<file path="config.mk">
export PLATFORM = sky130hd
export DESIGN_NAME = pmcc_sequencer
export DESIGN_NICKNAME = d
export VERILOG_FILES = /design/src/rtl/pmcc_seq_pkg.sv /design/src/rtl/pmcc_loop_stack.sv /design/src/rtl/pmcc_sequencer.sv
export SDC_FILE = /design/constraint.sdc
export NUM_CORES = 1
export LEC_CHECK = 0
export ABC_AREA = 0
export BUFFER_PORTS_ARGS = -buffer_cell sky130_fd_sc_hd__clkbuf_2
export CAP_MARGIN = 10
export CORE_MARGIN = 2
export CORE_UTILIZATION = 36
export CTS_CLUSTER_DIAMETER = 60
export DETAILED_ROUTE_END_ITERATION = 10
export GPL_ROUTABILITY_DRIVEN = 0
export GPL_TIMING_DRIVEN = 0
export SKIP_LAST_GASP = 1
export SYNTH_ARGS = -nofsm -noshare
export SYNTH_HDL_FRONTEND = slang
export SYNTH_SLANG_ARGS = --single-unit
</file>
<file path="constraint.sdc">
create_clock -name clk_i -period 3.9 [get_ports clk_i]
set_input_delay 0.585 -clock clk_i [delete_from_list [all_inputs] [get_ports clk_i]]
set_output_delay 0.585 -clock clk_i [all_outputs]
set_load 0.01 [all_outputs]
</file>
<file path="src/rtl/pmcc_seq_pkg.sv">
// Shared constants for the pixel-matrix-control coprocessor program sequencer.
// Holds the FSM state encodings and the default parameter values used by
// pmcc_sequencer and pmcc_loop_stack.
package pmcc_seq_pkg;

  localparam int unsigned PcWDefault        = 8;
  localparam int unsigned SizeWDefault      = 2;
  localparam int unsigned LoopDepthDefault  = 4;
  localparam int unsigned CntWDefault       = 10;
  localparam int unsigned TrigNDefault      = 4;

  // Sequencer FSM states
  localparam logic [1:0] StIdle = 2'd0;
  localparam logic [1:0] StRun  = 2'd1;
  localparam logic [1:0] StWait = 2'd2;
  localparam logic [1:0] StHalt = 2'd3;

endpackage

</file>
<file path="src/rtl/pmcc_loop_stack.sv">
// Hardware loop stack: LOOP_DEPTH entries of {start address, iteration count}.
// Ports:
//   clk_i         clock
//   clear_i       synchronous clear (empties the stack)
//   push_i        push {push_start_i, push_cnt_i}; ignored when full
//   pop_i         drop top entry; ignored when empty
//   dec_i         decrement top count; ignored when empty
//   top_start_o   start address of innermost loop
//   top_cnt_o     remaining iterations of innermost loop
//   level_o       number of occupied entries
//   full_o        level_o == LOOP_DEPTH
//   empty_o       level_o == 0
module pmcc_loop_stack
  import pmcc_seq_pkg::*;
#(
  parameter int unsigned PC_W       = PcWDefault,
  parameter int unsigned CNT_W      = CntWDefault,
  parameter int unsigned LOOP_DEPTH = LoopDepthDefault
) (
  input  logic                              clk_i,
  input  logic                              clear_i,
  input  logic                              push_i,
  input  logic                              pop_i,
  input  logic                              dec_i,
  input  logic [PC_W-1:0]                   push_start_i,
  input  logic [CNT_W-1:0]                  push_cnt_i,
  output logic [PC_W-1:0]                   top_start_o,
  output logic [CNT_W-1:0]                  top_cnt_o,
  output logic [$clog2(LOOP_DEPTH+1)-1:0]   level_o,
  output logic                              full_o,
  output logic                              empty_o
);

  localparam int unsigned LvlW = $clog2(LOOP_DEPTH + 1);
  localparam int unsigned IdxW = (LOOP_DEPTH > 1) ? $clog2(LOOP_DEPTH) : 1;

  logic [PC_W-1:0]  start_q [LOOP_DEPTH];
  logic [CNT_W-1:0] cnt_q   [LOOP_DEPTH];
  logic [LvlW-1:0]  level_q, level_d, top_lvl;
  logic [IdxW-1:0]  top_idx, push_idx;
  logic             do_push, do_pop, do_dec;

  assign full_o  = (level_q == LvlW'(LOOP_DEPTH));
  assign empty_o = (level_q == '0);
  assign level_o = level_q;

  always_comb begin
    top_lvl  = level_q - LvlW'(1);
    top_idx  = top_lvl[IdxW-1:0];
    push_idx = level_q[IdxW-1:0];
    // One operation per cycle; push has precedence, then pop, then decrement.
    do_push  = push_i & ~full_o;
    do_pop   = pop_i & ~push_i & ~empty_o;
    do_dec   = dec_i & ~push_i & ~pop_i & ~empty_o;
    level_d  = level_q;
    if (do_push) begin
      level_d = level_q + LvlW'(1);
    end else if (do_pop) begin
      level_d = level_q - LvlW'(1);
    end
  end

  always_ff @(posedge clk_i) begin
    if (clear_i) begin
      level_q <= '0;
      for (int i = 0; i < int'(LOOP_DEPTH); i++) begin
        start_q[i] <= '0;
        cnt_q[i]   <= '0;
      end
    end else begin
      level_q <= level_d;
      if (do_push) begin
        start_q[push_idx] <= push_start_i;
        cnt_q[push_idx]   <= push_cnt_i;
      end
      if (do_dec) begin
        cnt_q[top_idx] <= cnt_q[top_idx] - CNT_W'(1);
      end
    end
  end

  assign top_start_o = start_q[top_idx];
  assign top_cnt_o   = cnt_q[top_idx];

endmodule

</file>
<file path="src/rtl/pmcc_sequencer.sv">
// Program sequencer for the pixel-matrix-control coprocessor. Produces the
// instruction-memory fetch address (pc_if_o, combinational) and tracks the
// address of the instruction in decode (pc_id_o). Handles sequential advance,
// jumps, nested hardware loops, trigger waits and halt.
// Ports:
//   clk_i, rst_i        clock, synchronous active-high reset
//   restart_i           soft restart: like reset but error flags are kept
//   start_i             IDLE -> RUN
//   enable_i            0 freezes all state, pc_if_o = pc_id_o (0 in IDLE)
//   instr_size_i        extra words occupied by the decoded instruction
//   jump_i/jump_dst_i   jump and its target
//   loop_push_i/loop_cnt_i  open loop with given iteration count
//   loop_end_i          close innermost loop
//   wait_en_i/wait_sel_i    wait for any trigger in mask
//   trigger_i           level-sensitive trigger inputs
//   halt_i              stop program
//   pc_if_o, pc_id_o    fetch and decode addresses
//   busy_o, waiting_o, halted_o  state flags
//   loop_level_o        loop stack occupancy
//   err_overflow_o, err_underflow_o  sticky loop-stack error flags
module pmcc_sequencer
  import pmcc_seq_pkg::*;
#(
  parameter int unsigned PC_W       = PcWDefault,
  parameter int unsigned SIZE_W     = SizeWDefault,
  parameter int unsigned LOOP_DEPTH = LoopDepthDefault,
  parameter int unsigned CNT_W      = CntWDefault,
  parameter int unsigned TRIG_N     = TrigNDefault
) (
  input  logic                              clk_i,
  input  logic                              rst_i,
  input  logic                              restart_i,
  input  logic                              start_i,
  input  logic                              enable_i,
  input  logic [SIZE_W-1:0]                 instr_size_i,
  input  logic                              jump_i,
  input  logic [PC_W-1:0]                   jump_dst_i,
  input  logic                              loop_push_i,
  input  logic [CNT_W-1:0]                  loop_cnt_i,
  input  logic                              loop_end_i,
  input  logic                              wait_en_i,
  input  logic [TRIG_N-1:0]                 wait_sel_i,
  input  logic [TRIG_N-1:0]                 trigger_i,
  input  logic                              halt_i,
  output logic [PC_W-1:0]                   pc_if_o,
  output logic [PC_W-1:0]                   pc_id_o,
  output logic                              busy_o,
  output logic                              waiting_o,
  output logic                              halted_o,
  output logic [$clog2(LOOP_DEPTH+1)-1:0]   loop_level_o,
  output logic                              err_overflow_o,
  output logic                              err_underflow_o
);

  logic [1:0]        state_q, state_d;
  logic [PC_W-1:0]   pc_id_q, pc_mux, seq;
  logic [TRIG_N-1:0] wait_sel_q, wait_sel_d;
  logic              err_ov_q, err_ov_d, err_un_q, err_un_d;
  logic              wait_pass, wait_done;
  logic              stk_clear, stk_push, stk_pop, stk_dec, stk_full, stk_empty;
  logic [PC_W-1:0]   stk_top_start;
  logic [CNT_W-1:0]  stk_top_cnt;

  // Address of the next instruction; wraps modulo 2^PC_W.
  assign seq = pc_id_q + PC_W'(instr_size_i) + PC_W'(1);

  // An empty mask never stalls.
  assign wait_pass = ((trigger_i & wait_sel_i) != '0) || (wait_sel_i == '0);
  assign wait_done = (trigger_i & wait_sel_q) != '0;

  assign stk_clear = rst_i | restart_i;

  pmcc_loop_stack #(
    .PC_W       (PC_W),
    .CNT_W      (CNT_W),
    .LOOP_DEPTH (LOOP_DEPTH)
  ) u_loop_stack (
    .clk_i        (clk_i),
    .clear_i      (stk_clear),
    .push_i       (stk_push),
    .pop_i        (stk_pop),
    .dec_i        (stk_dec),
    .push_start_i (seq),
    .push_cnt_i   (loop_cnt_i),
    .top_start_o  (stk_top_start),
    .top_cnt_o    (stk_top_cnt),
    .level_o      (loop_level_o),
    .full_o       (stk_full),
    .empty_o      (stk_empty)
  );

  always_comb begin
    state_d    = state_q;
    wait_sel_d = wait_sel_q;
    err_ov_d   = err_ov_q;
    err_un_d   = err_un_q;
    pc_mux     = pc_id_q;
    stk_push   = 1'b0;
    stk_pop    = 1'b0;
    stk_dec    = 1'b0;
    case (state_q)
      StIdle: begin
        pc_mux = '0;
        if (enable_i && start_i) begin
          state_d = StRun;
        end
      end
      StRun: begin
        if (enable_i) begin
          if (halt_i) begin
            state_d = StHalt;
          end else if (wait_en_i) begin
            if (wait_pass) begin
              pc_mux = seq;
            end else begin
              wait_sel_d = wait_sel_i;
              state_d    = StWait;
            end
          end else if (jump_i) begin
            pc_mux = jump_dst_i;
          end else if (loop_end_i) begin
            if (stk_empty) begin
              err_un_d = 1'b1;
              pc_mux   = seq;
            end else if (stk_top_cnt > CNT_W'(1)) begin
              stk_dec = 1'b1;
              pc_mux  = stk_top_start;
            end else begin
              // Count of 0 or 1 means this was the last pass.
              stk_pop = 1'b1;
              pc_mux  = seq;
            end
          end else begin
            pc_mux = seq;
            if (loop_push_i) begin
              if (stk_full) begin
                err_ov_d = 1'b1;
              end else begin
                stk_push = 1'b1;
              end
            end
          end
        end
      end
      StWait: begin
        // instr_size_i still refers to the waiting instruction.
        if (enable_i && wait_done) begin
          pc_mux  = seq;
          state_d = StRun;
        end
      end
      default: begin
        pc_mux = pc_id_q;
      end
    endcase
  end

  assign pc_if_o = stk_clear ? '0 : pc_mux;

  always_ff @(posedge clk_i) begin
    if (rst_i) begin
      state_q    <= StIdle;
      pc_id_q    <= '0;
      wait_sel_q <= '0;
      err_ov_q   <= 1'b0;
      err_un_q   <= 1'b0;
    end else if (restart_i) begin
      state_q    <= StIdle;
      pc_id_q    <= '0;
      wait_sel_q <= '0;
    end else begin
      state_q    <= state_d;
      pc_id_q    <= pc_if_o;
      wait_sel_q <= wait_sel_d;
      err_ov_q   <= err_ov_d;
      err_un_q   <= err_un_d;
    end
  end

  assign pc_id_o         = pc_id_q;
  assign busy_o          = (state_q == StRun) || (state_q == StWait);
  assign waiting_o       = (state_q == StWait);
  assign halted_o        = (state_q == StHalt);
  assign err_overflow_o  = err_ov_q;
  assign err_underflow_o = err_un_q;

endmodule

</file>
==> results of run 1 <==
[logic make-up (layout without fill, tap and decap cells)]
family	after synthesis	in the layout	synth area share [%]
AND/OR/NAND/NOR	184	184	17.34
AO/OA/AOI/OAI	116	116	15.23
flip-flops	91	91	48.13
buffers and inverters	47	139	3.955
multiplexers	28	28	9.877
XOR/XNOR	15	15	2.487
adder cells (fa/ha/maj)	12	12	2.984
[cell type report]
| class | instances | area share, % |
|---|---|---|
| Inverter | 24 | 1.647 |
| Timing Repair Buffer | 80 | 7.275 |
| Multi-Input combinational cell | 355 | 41.33 |
| Tap cell | 184 | 3.608 |
| Clock buffer | 11 | 3.804 |
| Buffer | 19 | 1.412 |
| Clock inverter | 5 | 0.9608 |
| Sequential cell | 91 | 39.96 |
[report_power, final]
group          switching (mW)  internal [mW]
clock                   0.385          0.519
combinational           0.124         0.0775
sequential             0.0104           1.08
total                   0.519           1.67
[flip-flops by register name, indices dropped and copies added (netlist names)]
signal,count
u_loop_stack.cnt_q,40
u_loop_stack.level_o,3
err_underflow_o,1
state_q,2
pc_id_o,8
err_overflow_o,1
u_loop_stack.start_q,32
wait_sel_q,4
[worst reg2reg max path, stage by stage, from the launching register on]
cell and delay, ns:
dfxtp_4 0.42, clkinv_8 0.07, ha_4 0.30, mux4_2 0.37, inv_4 0.11, ha_4 0.15, nor2_4 0.04, buf_4 0.12
or4_4 0.53, o31ai_4 0.29, o21ai_1 0.15, nand2_2 0.26, nand2_1 0.42
[worst max-delay path by stage]
stage                                to  depth (start not counted)
6_report                     pc_if_o[7]                         12
5_1_grt                      pc_if_o[7]                         12
4_1_cts                      pc_if_o[2]                         16
3_5_place_dp   u_loop_stack.cnt_q[1][5]                         14
3_3_place_gp   u_loop_stack.cnt_q[1][5]                         14
2_1_floorplan                pc_if_o[1]                         16
[synth_stat cells (3+ instances only)]
master	count
a21oi_1	23
a211o_1	5
xor2_1	8
o21ai_1	3
a21o_1	7
buf_2	5
mux4_1	4
a31oi_1	6
mux2i_1	9
nand4_1	5
nor3_1	7
nand2_1	37
mux4_2	14
xnor2_1	7
buf_1	4
dfxtp_1	19
a22oi_1	9
nor2_1	85
o21ai_0	22
nor2b_1	11
a211oi_1	4
a22oi_2	3
nand3_1	5
buf_6	3
nand2b_1	7
o211ai_1	3
inv_1	23
clkbuf_1	10
o22ai_1	12
ha_1	11
edfxtp_1	72
[repair_timing]
action,CTS,global route
pin swaps,5,9
gates cloned,1,0
endpoints found under the setup margin,95,26
setup buffers,13,5
resized for setup,31,13
[routing by layer]
| layer | track usage [%] | up-vias |
|---|---|---|
| li1 | - | 2004 |
| met1 | 23.68 | 2110 |
| met2 | 30.59 | 142 |
| met3 | 3.894 | 22 |
| met4 | 6.209 | 0 |
| met5 | 0 | - |
[stage by stage]
stage / hold WS (ns) / instances / TNS, ns / util [%]
finish: 0.4600 / 769 / 0 / 44.24
global route: 0.4541 / 769 / -0.04784 / 44.24
CTS: 0.4446 / 768 / 0 / 44.14
detailed placement: 0.4671 / 738 / -49.63 / 40.41
global placement: 0.4658 / 738 / -47.78 / 40.41
floorplan: 0.4534 / 493 / 0 / -
==> impl_metrics.tcl, run 1 <==
set metrics [dict create \
    final_hold_viol_count 0 \
    wl_met1_microns 6198 \
    period_needed_ns 3.800 \
    hp-class "in -> reg" \
    r2r_end "u_loop_stack.cnt_q[0][8]" \
    n_fill_cell 1363 \
    ys.flop_type "edfxtp_1" \
    critPathMostFrequentCell "ha_4" \
    critPathMaxFanout 5 \
    hold_depth 2 \
    setup_viol 0 \
    cp.required_ns 3.31 \
    path_clk_slew_ns 0.07 \
    grt_pass1_wl_microns 22410 \
    worst_slew_pin_slew_ns 0.7597 \
    layout_common_cells "83 x nor2_1, 72 x edfxtp_1, 58 x clkbuf_2, 36 x nand2_1, 22 x a21oi_1" \
    synthToLayoutAreaGrowth_pct 20.80 \
    post-dp-hpwl_microns 9956 \
    crit_path_start_kind "flip-flop" \
    setup_ws_ns 0.1002 \
    place_area_sq_um 5829 \
    max_freq_mhz 263.2 \
    drt_iter0_drc 337 \
    vias_per_cell 5.563 \
    fin_crit_sh_pct 97.43 \
    clock-sinks 91 \
    design.core.area_sq_um 14420 \
    endpoint_kind "primary output" \
    top_layer_used "met4" \
    regArea_sq_um 2550 \
    die-area_sq_um 15660 \
    syn_area_sq_um 5283 \
    num_antenna_cells 0 \
    crit_type "reg -> out" \
    final_common_cell "nor2_1" \
    r2r_cells 12 \
    fin_area_sq_um 6381 \
    wl_met2_microns 6825 \
    vias 4278 \
    holdCritStartpoint "rst_i" \
    wl_per_cell_microns 18.35 \
    p_per_area_nw_per_um2 343.6 \
    ir_drop_v 0.0002328 \
    yosys.area.top_type_share_pct 40.93 \
    r2r_slack_ns 0.26 \
    std_cell_rows 44 \
    htreeDepth 3 \
    clock_latency_ns 0.35 \
    routed_wl_microns 14110 \
    syn_inst 493 \
    rsz0062_at_grt "yes" \
    drc 0 \
    cp_num_buf_inv 4 \
    numCtsBuffers 9 \
    layout.nets 630 \
    dp_slack_ns -1.063 \
    first_global_vias 4196 \
    min_to "err_overflow_o" \
    grt_max_degree 17 \
    drtPass1Iterations 5 \
    io_buffers 61 \
    worst_r2r_startpoint "u_loop_stack.level_o[0]" \
    ant_nets 0 \
    ctsHoldBuffers 0 \
    wl_met3_microns 823 \
    crit_path_top_delay_cell "dfxtp_4" \
    root_buffer "clkbuf_16" \
    synth.area.top_cells "edfxtp_1 41%, dfxtp_1 7.2%, nor2_1 6.0%" \
    io_pins 62 \
    synth.distinct_cells 69 \
    synth_nets 543 \
    drv_slew 0 \
    die_h_microns 125.1 \
    ys_seq_area_share_pct 48.13 \
    die_w_microns 125.1 \
    yosys_warnings 0 \
    start_util_pct 36.62 \
    drive_gt1_share_pct 27.52 \
    cap_viol_max_count 0 \
    cp_cell_sequence "clkinv_8 -> ha_4 -> mux4_2 -> inv_4 -> ha_4 -> nor2_4 -> nor4_4 -> a31oi_4 -> buf_6 -> a2111oi_4 -> nor2_1 -> buf_2" \
    grt-ovfl-total 0 \
    synth.avg_cell_area_sq_um 10.72 \
    finClkSkew_ns 0.01019 \
    synth-edff-count 72 \
    multi_input_area_sq_um 2638 \
    cts_tree "built" \
    grtUsageTotal_pct 18.29 \
    clk_path_buf_depth 2 \
    critical_path_arrival_ns 3.21 \
    yosysTopAreaCell "edfxtp_1" \
    power_mw 2.193 \
    slowest_delay_ns 0.42 \
    cp-startpoint "u_loop_stack.level_o[0]" \
    outcome "complete, no violations" \
    ys_ff_latch 91 \
    leakagePower_nw 2.394 \
    cp_top_family "simple AND/OR/NAND/NOR gates" \
    antenna_found_initial 0 \
    async_reset_ff_share_pct 0 \
    slew-limit-headroom_pct 49.22 \
]
(Power assumes the default switching activity.)
==> run 2: changes to the inputs <==
--- a/config.mk
+++ b/config.mk
@@ -5,7 +5,7 @@
 export SDC_FILE = /design/constraint.sdc
 export NUM_CORES = 1
 export LEC_CHECK = 0
-export ABC_AREA = 0
+export ABC_AREA = 1
 export BUFFER_PORTS_ARGS = -buffer_cell sky130_fd_sc_hd__clkbuf_2
 export CAP_MARGIN = 10
 export CORE_MARGIN = 2
==> impl_metrics.tcl, run 2 <==
set metrics [dict create \
    outcome "complete, no violations" \
    synth.area.top_cells "edfxtp_1 41%, nand2_1 11%, nor2_1 7.8%" \
    setup_viol 0 \
    syn_inst 658 \
    crit_path_start_kind "flip-flop" \
    synth_nets 708 \
    fin_crit_sh_pct 95.91 \
    endpoint_kind "primary output" \
    cts_tree "built" \
    die_w_microns 125.0 \
    yosys_warnings 0 \
    synth-edff-count 72 \
    ys.flop_type "edfxtp_1" \
    drtPass1Iterations 5 \
    ant_nets 0 \
    drc 0 \
    top_register "u_loop_stack.cnt_q" \
    root_buffer "clkbuf_16" \
    p_switching_mw 0.5110 \
    clock_latency_ns 0.35 \
    first_global_vias 4642 \
    leakagePower_nw 2.676 \
    clk_path_buf_depth 2 \
    cp_cell_sequence "inv_6 -> buf_12 -> ha_4 -> inv_4 -> a32oi_4 -> inv_1 -> ha_2 -> or2_4 -> nand2_4 -> nor2_4 -> nand3_4 -> buf_6 -> nand3_2 -> nand3_1 -> nand2_1 -> nand2_1 -> nand2_1 -> a21oi_2 -> buf_2" \
    final_util_pct 44.96 \
    met2_usage_pct 32.19 \
    critPathMostFrequentCell "nand2_1" \
    grt_use_met1_pct 25.39 \
    rsz0062_at_grt "yes" \
    vias 4771 \
    ys_seq_area_share_pct 48.22 \
    cp_top_family "simple AND/OR/NAND/NOR gates" \
    largest_reg_flops 40 \
    ys_ff_latch 91 \
    htreeDepth 3 \
    hp-class "in -> reg" \
    period_needed_ns 3.740 \
    p_per_area_nw_per_um2 341.8 \
    final_common_cell "nand2_1" \
    design.core.area_sq_um 14420 \
    routed_wl_microns 14860 \
    synth.distinct_cells 40 \
    std_cell_rows 44 \
    yosys.area.top_type_share_pct 41.01 \
    crit_type "reg -> out" \
    dp_cells 903 \
    top_usage_layer "met2" \
    io_pins 62 \
    start_util_pct 36.55 \
    synth.avg_cell_area_sq_um 8.013 \
    path_clk_slew_ns 0.07 \
    critPathMaxFanout 5 \
    cp_num_buf_inv 6 \
    p_int_mw 1.705 \
    power_mw 2.216 \
    syn_area_sq_um 5273 \
    clkPwrFrac_pct 42.1 \
    final_hold_viol_count 0 \
    critical_path_arrival_ns 3.16 \
    grtUsageTotal_pct 19.22 \
    layout.nets 797 \
    grt-ovfl-total 0 \
    grt_pass1_wl_microns 23890 \
    fin_cells 936 \
    swShare_pct 23.06 \
    die_h_microns 125.0 \
    synthToLayoutAreaGrowth_pct 22.99 \
    grt_max_degree 15 \
    yosysTopAreaCell "edfxtp_1" \
    drive_gt1_share_pct 22.74 \
    num_antenna_cells 0 \
    slew-limit-headroom_pct 32.42 \
    layout_common_cells "143 x nand2_1, 110 x nor2_1, 72 x edfxtp_1, 69 x inv_1, 57 x clkbuf_2" \
    die-area_sq_um 15630 \
    numCtsBuffers 9 \
    worst_slew_pin_slew_ns 1.012 \
    grt_use_met3_pct 3.166 \
    antenna_found_initial 0 \
    finClkSkew_ns 0.008237 \
    yosys.cell_count.top_type "nand2_1" \
    async_reset_ff_share_pct 0 \
    max_freq_mhz 267.4 \
    post-dp-hpwl_microns 10180 \
    wl_per_cell_microns 15.87 \
    clock-sinks 91 \
    io_buffers 61 \
    drt_iter0_drc 592 \
    cap_viol_max_count 0 \
    combPwrFrac_pct 9.0 \
    vias_per_cell 5.097 \
    setup_tns_ns 0 \
    synth_commonest_cells "154 x nand2_1, 110 x nor2_1, 72 x edfxtp_1" \
    cp.required_ns 3.31 \
    sequentialPowerShare_pct 48.9 \
    crit_path_top_delay_cell "dfxtp_4" \
    drv_slew 0 \
    slowest_delay_ns 0.39 \
    ir_drop_v 0.0001924 \
]
-- run 2: cell count changes in the layout (fill, tap and decap cells not counted), sizes merged, moves of 6 or more --
cell,delta
a22oi,-6
a21o,-8
o21ai,+15
mux4,-18
nor2,+37
nand2b,-7
a21oi,+13
nor2b,-11
nand2,+121
inv,+48
mux2i,-9
nand3,+34
-- run 2: final timing paths --
check | slack, ns | from | endpoint | cells after the start
worst min-delay path | 0.43 | rst_i | err_overflow_o | 2
worst max register to register | 0.22 | u_loop_stack.level_o[0] | u_loop_stack.cnt_q[3][5] | 17
worst max-delay path | 0.16 | u_loop_stack.level_o[0] | pc_if_o[3] | 19
worst min register to register | 0.46 | wait_sel_q[3] | wait_sel_q[3] | 2
-- run 2: metal layers --
metal,vias to the layer above,part of all wire [%],wire length (microns)
met3,24,4.9,734
met1,2251,45,6663
li1,2355,-,-
met2,141,48,7169
met4,0,1.9,288
met5,-,0,0
-- run 2: logic make-up after synthesis --
group / Yosys count / synth area share [%]
and+or+nand+nor: 335 / 27.08
AOI/OAI and AO/OA: 112 / 12.22
buffers and inverters: 97 / 7.665
DFF: 91 / 48.22
adders and majority gates: 12 / 2.990
xor gates and xnor gates: 11 / 1.827
-- run 2: worst reg2reg max path, stage by stage (launching register included) --
cell and delay (ns):
dfxtp_4 0.39, inv_6 0.04, buf_12 0.12, ha_4 0.32
inv_4 0.07, buf_4 0.15, a21oi_2 0.19, ha_2 0.21
or2_4 0.12, nand2_4 0.05, nor2_4 0.12, nand3_4 0.12
buf_4 0.18, nand2_4 0.15, inv_2 0.11, nand2_2 0.07
o21ai_2 0.08, a211oi_2 0.80
-- run 2: layout make-up --
type | count | area, sq um
clock inverter | 5 | 77.57
fill | 1446 | 7939
tap | 184 | 230.2
sequential | 91 | 2550
timing repair buffer | 82 | 491.7
clock buffer | 11 | 232.7
inverter | 73 | 281.5
multi-input combinational | 470 | 2487
buffer | 20 | 133.9
-- run 2: power groups by stage --
stage	Clock, mW	Combinational [mW]	Sequential (mW)
final	0.934	0.199	1.08
after global routing	0.987	0.221	1.09
after detailed placement	0	0.178	1.11
after floorplan	0	0.115	1.10
after CTS	0.940	0.187	1.08
after global placement	0	0.175	1.10
-- run 2: timing repair --
| action | 4_1_cts | 5_1_grt |
|---|---|---|
| gates resized for setup | 34 | 26 |
| hold buffers | 0 | 0 |
| gates cloned | 2 | 0 |
| endpoints found under the setup margin | 105 | 41 |
| buffers inserted | 11 | 7 |
| pin swaps | 11 | 14 |
-- run 2: metrics by stage --
stage | cell area, sq um | worst slack (ns) | hold WS (ns)
2_1_floorplan | 5278 | 0.03867 | 0.4234
3_3_place_gp | 5813 | -0.9414 | 0.4417
3_5_place_dp | 5813 | -1.005 | 0.4487
4_1_cts | 6367 | 0.0008937 | 0.4237
5_1_grt | 6485 | -0.02476 | 0.4179
6_report | 6485 | 0.1596 | 0.4259
